`config.mk`:
```
export PLATFORM = sky130hd
export DESIGN_NAME = csa_accumulator
export DESIGN_NICKNAME = d
export VERILOG_FILES = /design/src/rtl/csa_accumulator.sv
export SDC_FILE = /design/constraint.sdc
export NUM_CORES = 1
export LEC_CHECK = 0
export BUFFER_PORTS_ARGS = -buffer_cell sky130_fd_sc_hd__buf_2
export CORE_AREA = 10 10 97 99
export CTS_BUF_LIST = sky130_fd_sc_hd__clkbuf_16
export CTS_CLUSTER_DIAMETER = 40
export CTS_CLUSTER_SIZE = 10
export DETAILED_ROUTE_END_ITERATION = 8
export DIE_AREA = 0 0 107 109
export GPL_TIMING_DRIVEN = 1
export PLACE_DENSITY = 0.9
export SLEW_MARGIN = 20
export SYNTH_ARGS = -nofsm -noshare
export SYNTH_HDL_FRONTEND = slang
export SYNTH_SLANG_ARGS = --single-unit
```
`constraint.sdc`:
```
create_clock -name clk -period 3.43 [get_ports clk]
set_clock_uncertainty 0.1 [all_clocks]
set_input_delay 0.343 -clock clk [delete_from_list [all_inputs] [get_ports clk]]
set_output_delay 0.343 -clock clk [all_outputs]
set_load 0.05 [all_outputs]
```
`src/rtl/csa_accumulator.sv`:
```
// csa_accumulator: multi-operand adder fed by a carry-save compressor.
// Operands are absorbed into a redundant (sum, carry) pair at one per cycle.
// At frame end the pair is resolved chunk by chunk into a binary result,
// which is then offered on a valid/ready output.
module csa_accumulator #(
   parameter int BITS     = 8,
   parameter int ACC_BITS = 16,
   parameter int CHUNK    = 4
) (
   input  logic                clk,
   input  logic                rst_n,
   input  logic                in_valid,
   output logic                in_ready,
   input  logic [BITS-1:0]     in_data,
   input  logic                in_last,
   output logic                out_valid,
   input  logic                out_ready,
   output logic [ACC_BITS-1:0] out_data,
   output logic [7:0]          out_count
);

   localparam int N  = ACC_BITS / CHUNK;
   localparam int KW = (N > 1) ? $clog2(N) : 1;

   typedef enum logic [1:0] {
      ST_ACC     = 2'd0,
      ST_RESOLVE = 2'd1,
      ST_OUT     = 2'd2
   } state_t;

   // Bitwise majority: the carry generated by a 3:2 compressor column.
   function automatic logic [ACC_BITS-1:0] majority(
      input logic [ACC_BITS-1:0] a,
      input logic [ACC_BITS-1:0] b,
      input logic [ACC_BITS-1:0] d
   );
      majority = (a & b) | (a & d) | (b & d);
   endfunction

   state_t              state_r;
   logic [ACC_BITS-1:0] s_r;
   logic [ACC_BITS-1:0] c_r;
   logic [ACC_BITS-1:0] result_r;
   logic [7:0]          count_r;
   logic [KW-1:0]       k_r;
   logic                cy_r;
   logic                in_ready_r;
   logic                out_valid_r;
   logic [ACC_BITS-1:0] out_data_r;
   logic [7:0]          out_count_r;

   logic [ACC_BITS-1:0] x_s;
   logic [ACC_BITS-1:0] maj_s;
   logic [CHUNK:0]      chunk_sum_s;
   logic [ACC_BITS-1:0] result_next_s;
   logic [7:0]          count_next_s;
   logic                accept_s;
   logic                last_chunk_s;

   // Datapath helpers: compressor terms, current chunk add and saturating count.
   always_comb begin
      x_s           = ACC_BITS'(in_data);
      maj_s         = majority(s_r, c_r, x_s);
      chunk_sum_s   = {1'b0, s_r[k_r*CHUNK +: CHUNK]}
                    + {1'b0, c_r[k_r*CHUNK +: CHUNK]}
                    + {{CHUNK{1'b0}}, cy_r};
      result_next_s = result_r;
      result_next_s[k_r*CHUNK +: CHUNK] = chunk_sum_s[CHUNK-1:0];
      accept_s      = in_valid && in_ready_r;
      last_chunk_s  = (k_r == KW'(N - 1));
      if (count_r == 8'd255) begin
         count_next_s = 8'd255;
      end else begin
         count_next_s = count_r + 8'd1;
      end
   end

   // Control FSM with redundant accumulator, resolver and registered outputs.
   always_ff @(posedge clk or negedge rst_n) begin
      if (!rst_n) begin
         state_r     <= ST_ACC;
         s_r         <= {ACC_BITS{1'b0}};
         c_r         <= {ACC_BITS{1'b0}};
         result_r    <= {ACC_BITS{1'b0}};
         count_r     <= 8'd0;
         k_r         <= {KW{1'b0}};
         cy_r        <= 1'b0;
         in_ready_r  <= 1'b1;
         out_valid_r <= 1'b0;
         out_data_r  <= {ACC_BITS{1'b0}};
         out_count_r <= 8'd0;
      end else begin
         case (state_r)
            ST_ACC: begin
               if (accept_s) begin
                  s_r     <= s_r ^ c_r ^ x_s;
                  c_r     <= {maj_s[ACC_BITS-2:0], 1'b0};
                  count_r <= count_next_s;
                  if (in_last) begin
                     state_r    <= ST_RESOLVE;
                     k_r        <= {KW{1'b0}};
                     cy_r       <= 1'b0;
                     in_ready_r <= 1'b0;
                  end
               end
            end
            ST_RESOLVE: begin
               result_r <= result_next_s;
               cy_r     <= chunk_sum_s[CHUNK];
               k_r      <= k_r + KW'(1);
               if (last_chunk_s) begin
                  // Final carry-out is dropped: result is modulo 2^ACC_BITS.
                  state_r     <= ST_OUT;
                  out_valid_r <= 1'b1;
                  out_data_r  <= result_next_s;
                  out_count_r <= count_r;
               end
            end
            ST_OUT: begin
               if (out_ready) begin
                  state_r     <= ST_ACC;
                  s_r         <= {ACC_BITS{1'b0}};
                  c_r         <= {ACC_BITS{1'b0}};
                  count_r     <= 8'd0;
                  out_valid_r <= 1'b0;
                  in_ready_r  <= 1'b1;
               end
            end
            default: begin
               state_r     <= ST_ACC;
               in_ready_r  <= 1'b1;
               out_valid_r <= 1'b0;
            end
         endcase
      end
   end

   assign in_ready  = in_ready_r;
   assign out_valid = out_valid_r;
   assign out_data  = out_data_r;
   assign out_count = out_count_r;

endmodule

```
# Word-level counts from Yosys, hierarchy flattened
# Cells that the tools add are included.
# op_classes
add_sub_neg	5
shifts	4
n_bitwise	9
reduce_logical	10
n_eq_ne	8
muxes	26
# ops
cell	count
case mux 16 bit (2 select lines)	2
two-way mux 16 bit	3
negation 4 -> 34 bit	1
variable shift 4 x 34 -> 16 bit (first input constant)	1
variable part select 4 x 34 -> 16 bit	1
variable part select 16 x 5 -> 4 bit	2
bitwise AND 15 x 8 -> 15 bit	2
bitwise OR 15 bit	2
two-way mux 8 bit	3
bitwise mux 16 bit	1
case mux 8 bit (2 select lines)	1
bitwise XOR 16 bit	1
bitwise XOR 16 x 8 -> 16 bit	1
bitwise AND 15 bit	1
two-way mux 2 bit	6
AND reduction 3 bit	3
adder 8 x 1 -> 8 bit (second input constant)	1
== test 8 bit (second input constant)	1
!= test 2 bit (second input constant)	4
AND reduction 4 bit	2
case mux 1 bit (3 select lines)	2
case mux 2 bit (3 select lines)	1
adder 4 x 4 -> 5 bit	1
adder 5 x 1 -> 5 bit	1
11 further kinds	18
# word_totals
reg_bits	87
in_bits	13
out_inout_bits	26

# Longest topological paths before layout
# depth
word_depth	5
mapped_depth	9
ltp_nobuf	8

# Worst setup path before layout
# Ideal clock, no wire load.
# synth_timing
path_type	reg2reg
from	register k_r[0]
to	register result_r[14]
required_ns	3.209
arrival_ns	2.683
path_stages_with_launch	8
n_path_buf	1
setup_slack_ns	0.526
path_cell_list	dfrtp_1 > buf_2 > mux4_2 > fa_1 > fa_1 > xor2_1 > and2_1 > a22o_1
# synth_between
elab_chain_len	5
elab_cells_between_ends	8
cone_classes	add/sub: 3; shift: 4; mux: 1
# synth_lines
element	line_no	rtl
start: declaration	45	logic [KW-1:0] k_r;
start signal: assignment	86	k_r <= {KW{1'b0}};
start signal: assignment	101	k_r <= {KW{1'b0}};
start signal: assignment	110	k_r <= k_r + KW'(1);
variable part select 16 x 5 -> 4 bit, on equally long branches	64, 65	
adder 4 x 4 -> 5 bit	65	+ {1'b0, c_r[k_r*CHUNK +: CHUNK]}
adder 5 x 1 -> 5 bit	66	+ {{CHUNK{1'b0}}, cy_r};
variable part select 4 x 34 -> 16 bit	68	result_next_s[k_r*CHUNK +: CHUNK] = chunk_sum_s[CHUNK-1:0];
bitwise mux 16 bit *	68	
end signal: assignment	84	result_r <= {ACC_BITS{1'b0}};
end signal: assignment	108	result_r <= result_next_s;
end: declaration	43	logic [ACC_BITS-1:0] result_r;
# Every way passes the cells marked *; elsewhere a longest branch is shown, timed or not.
# A chain may end at the register's enable or synchronous reset.

# Worst setup path in the final report
# layout_timing
from	register k_r[1]
to	register result_r[14]
# The elaborated chain is that of the path after synthesis.

==> reports/qor.csv <==
metric,value,unit
Reg-to-Reg End,result_r[14],
gr usage total,17.8,%
Post-Syn Area,0.00433,mm2
DR vias/cell,6.37,
leakage power,0.00243,uW
NetSw,1740,uW
Num CTS Buffers,9,
Synth cell types,43,
number of routed nets with antenna violations,0,
Final Hold Vio Count,85,
critical path data arrival time,3090,ps
hold buffer count at CTS,0,
FF-to-FF path depth,8,
syn avg cell area,11.6,um2
Crit-path slowest cell,dfrtp_1,
postcts setup bufs,0,
post-synth net total,414,
initial antenna violation count,0,
sequential share of power,37.1,%
"Setup violations, final",0,
measured slew at the worst slew-check pin,780,ps
internal power,2510,uW
Placement Setup Slack,624,ps
HP Class,in -> async,
GPL Wtd Cong,0.868,
Setup WS post-layout,516,ps
period utilisation layout,84.9,%
post-synthesis cell count,374,
"flops & latches, synth",86,
share of cells above drive strength 1,18.6,%
htree depth,3,
simple-gate area share of the yosys netlist,12.1,%
clock sinks,86,
number of flops mapped to enable cells by yosys,0,
status,"complete, but fails checks",
Synth async-reset ratio,100,%
worst path required time,3610,ps
Max VDD drop,382,uV
Comb pwr share,38.1,%
DP HPWL,6840,um
largest stage delay on the critical path,610,ps
clk buf depth,2,
sequential share of the synthesized area,49.7,%
FMAX,0.343,GHz
ANT cells,0,
cell repeated most along the worst path,fa_1,
Die X,107,um
Crit Path Class,reg -> reg,
crit path max fanout,11,
row count,32,
largest family of logic cells by synthesized area,compound AO/OA/AOI/OAI gates,
post-synthesis adder-cell area fraction,9.36,%
sw frac,40.9,%
Register Area,0.00215,mm2
remaining global-route overflow,0,
min Tclk post-route,2910,ps
critical path startpoint category,flop,
Hold Slack,-52.4,ps
drt first pass iters,5,
r2r startpoint,k_r[1],
via count of the first global-routing pass,3346,
I/O Buffers,38,
Ys Warns,0,
share of the synthesized area in the top cell type,49.1,%
post-synthesis compound-gate area fraction,18.8,%
top post-synthesis cells by area,"dfrtp_1 (49%), a22o_1 (7.1%), ha_1 (5.2%)",
vias post-DR,3253,
cell taking the most area after synthesis,dfrtp_1,
max_cap viols,0,
clock share of power,24.8,%
Post-layout nets,444,
Multi-input gate area,0.00198,mm2
family with the most delay on the worst path,adder cells,
drc violations,0,
clk_lat worst skew,340,ps
Max Slew Vio Count,0,
mux contribution to synthesized area,4.79,%
RSZ-0062 raised after global routing,false,
Top Ports,39,
relative slew slack,48.0,%
die footprint,0.0117,mm2
post_cts resized,0,
first-pass GRT wire length,16800,um
per-cell routed wire length,19.5,um
WL final,9980,um
failing checks,negative hold slack,
xor-xnor portion of the synthesized cell area,0.607,%
Critical Path End Type,flop,
clock tree from TritonCTS,yes,
reg2reg setup slack,520,ps
largest net degree at the start of global routing,87,
fill cell count,571,
core area,0.00753,mm2
CTS Root Cell,clkbuf_16,
Pwr per Cell Area,873,mW/mm2
initial core utilization,57.5,%
ys flop type,dfrtp_1,
DIE HEIGHT,109,um
P&R area growth vs syn,12.5,%
CP cell instances,inv_1 > nand3_1 > o21ai_0 > fa_1 > fa_1 > xor2_1 > and2_1 > a22o_1,
Worst-path clk slew,60,ps
buffer and inverter count on the worst path,1,
setup TNS,0,ps
DRT iter0 DRCs,249,
## placed cells by master, fill, tap and decap left out, types with 2 or more instances in the layout
cell / netlist / routed
buf_4: 6 / 8
dfrtp_1: 85 / 85
a31oi_1: 3 / 3
a221oi_1: 12 / 12
buf_2: 8 / 37
ha_1: 18 / 18
clkbuf_16: 0 / 9
mux4_2: 7 / 7
mux2i_1: 5 / 5
fa_1: 9 / 9
clkinvlp_4: 0 / 2
a32o_1: 9 / 9
o21ai_0: 17 / 17
o31ai_1: 2 / 2
a32o_2: 3 / 3
nor2_1: 39 / 39
a21o_1: 4 / 4
inv_1: 9 / 9
nand2b_1: 6 / 6
nand3_1: 9 / 9
nand3b_1: 5 / 5
bufinv_16: 0 / 2
nor4bb_1: 3 / 3
xor2_1: 2 / 2
nand2_1: 34 / 34
o22a_1: 4 / 4
a21oi_1: 9 / 9
o2bb2ai_1: 4 / 4
a22o_1: 35 / 35
## layer usage
| metal | global-route usage, % | part of all wire [%] | up-vias |
|---|---|---|---|
| li1 | - | - | 1435 |
| met1 | 21.8 | 41 | 1678 |
| met2 | 29.7 | 51 | 116 |
| met3 | 4.84 | 6.5 | 24 |
| met4 | 6.38 | 2.3 | 0 |
| met5 | 0 | 0 | - |
## power groups by stage
stage / registers (uW) / logic, uW / clock network (uW)
2_1_floorplan: 1870 / 894 / 0
4_1_cts: 1580 / 1630 / 1050
3_5_place_dp: 1590 / 1610 / 0
3_3_place_gp: 1570 / 1550 / 0
6_report: 1580 / 1620 / 1050
5_1_grt: 1620 / 1770 / 1100
## kinds of logic after synthesis
family	after synthesis
AOI/OAI and AO/OA	103
xor gates and xnor gates	3
adders and majority gates	27
buffers and inverters	36
DFF	86
muxes	12
and+or+nand+nor	107
## cell type report
class | count | share of cell area [%]
clock inverter | 7 | 2.00
tap | 102 | 2.62
inverter | 9 | 0.693
timing repair buffer | 46 | 5.26
sequential | 86 | 44.2
multi-input combinational | 252 | 40.6
clock buffer | 9 | 4.62
## cells in the mapped netlist, drive strengths merged, types with 5 or more instances
cell type,number
dfrtp,85
nor2,39
a22o,35
nand2,34
buf,18
ha,18
o21ai,17
a221oi,12
a32o,12
a21oi,10
clkbuf,9
fa,9
inv,9
nand3,9
mux4,7
nand2b,6
nand3b,6
mux2i,5
## stage by stage
stage / utilization [%] / cells / hold WS, ps / power [uW] / instance area (um2)
3_3_place_gp: 60.4 / 495 / 357 / 3120 / 4550
2_1_floorplan: - / 374 / -52.6 / 2770 / 4330
5_1_grt: 64.7 / 511 / 26.6 / 4490 / 4870
6_report: 64.7 / 511 / -52.4 / 4250 / 4870
4_1_cts: 64.7 / 511 / 136 / 4260 / 4870
3_5_place_dp: 60.4 / 495 / 361 / 3200 / 4550
## state kept, by name, indices dropped and copies added, names as in the netlist
signal     flops
out_valid      1
count_r        8
s_r           16
state_r        2
result_r      16
in_ready       1
cy_r           1
out_count      8
k_r            2
c_r           15
out_data      16
## worst max path at each step
stage               startpoint      endpoint  slack, ps  cells after the start
floorplan               k_r[0]  result_r[14]        530                      7
global placement        k_r[1]  out_data[14]        780                      6
detailed placement      k_r[1]  result_r[14]        620                      8
CTS                     k_r[1]  result_r[10]        580                      6
global route            k_r[1]   result_r[2]        350                      8
finish                  k_r[1]  result_r[14]        520                      8
Power figures use the tool's default switching activity.
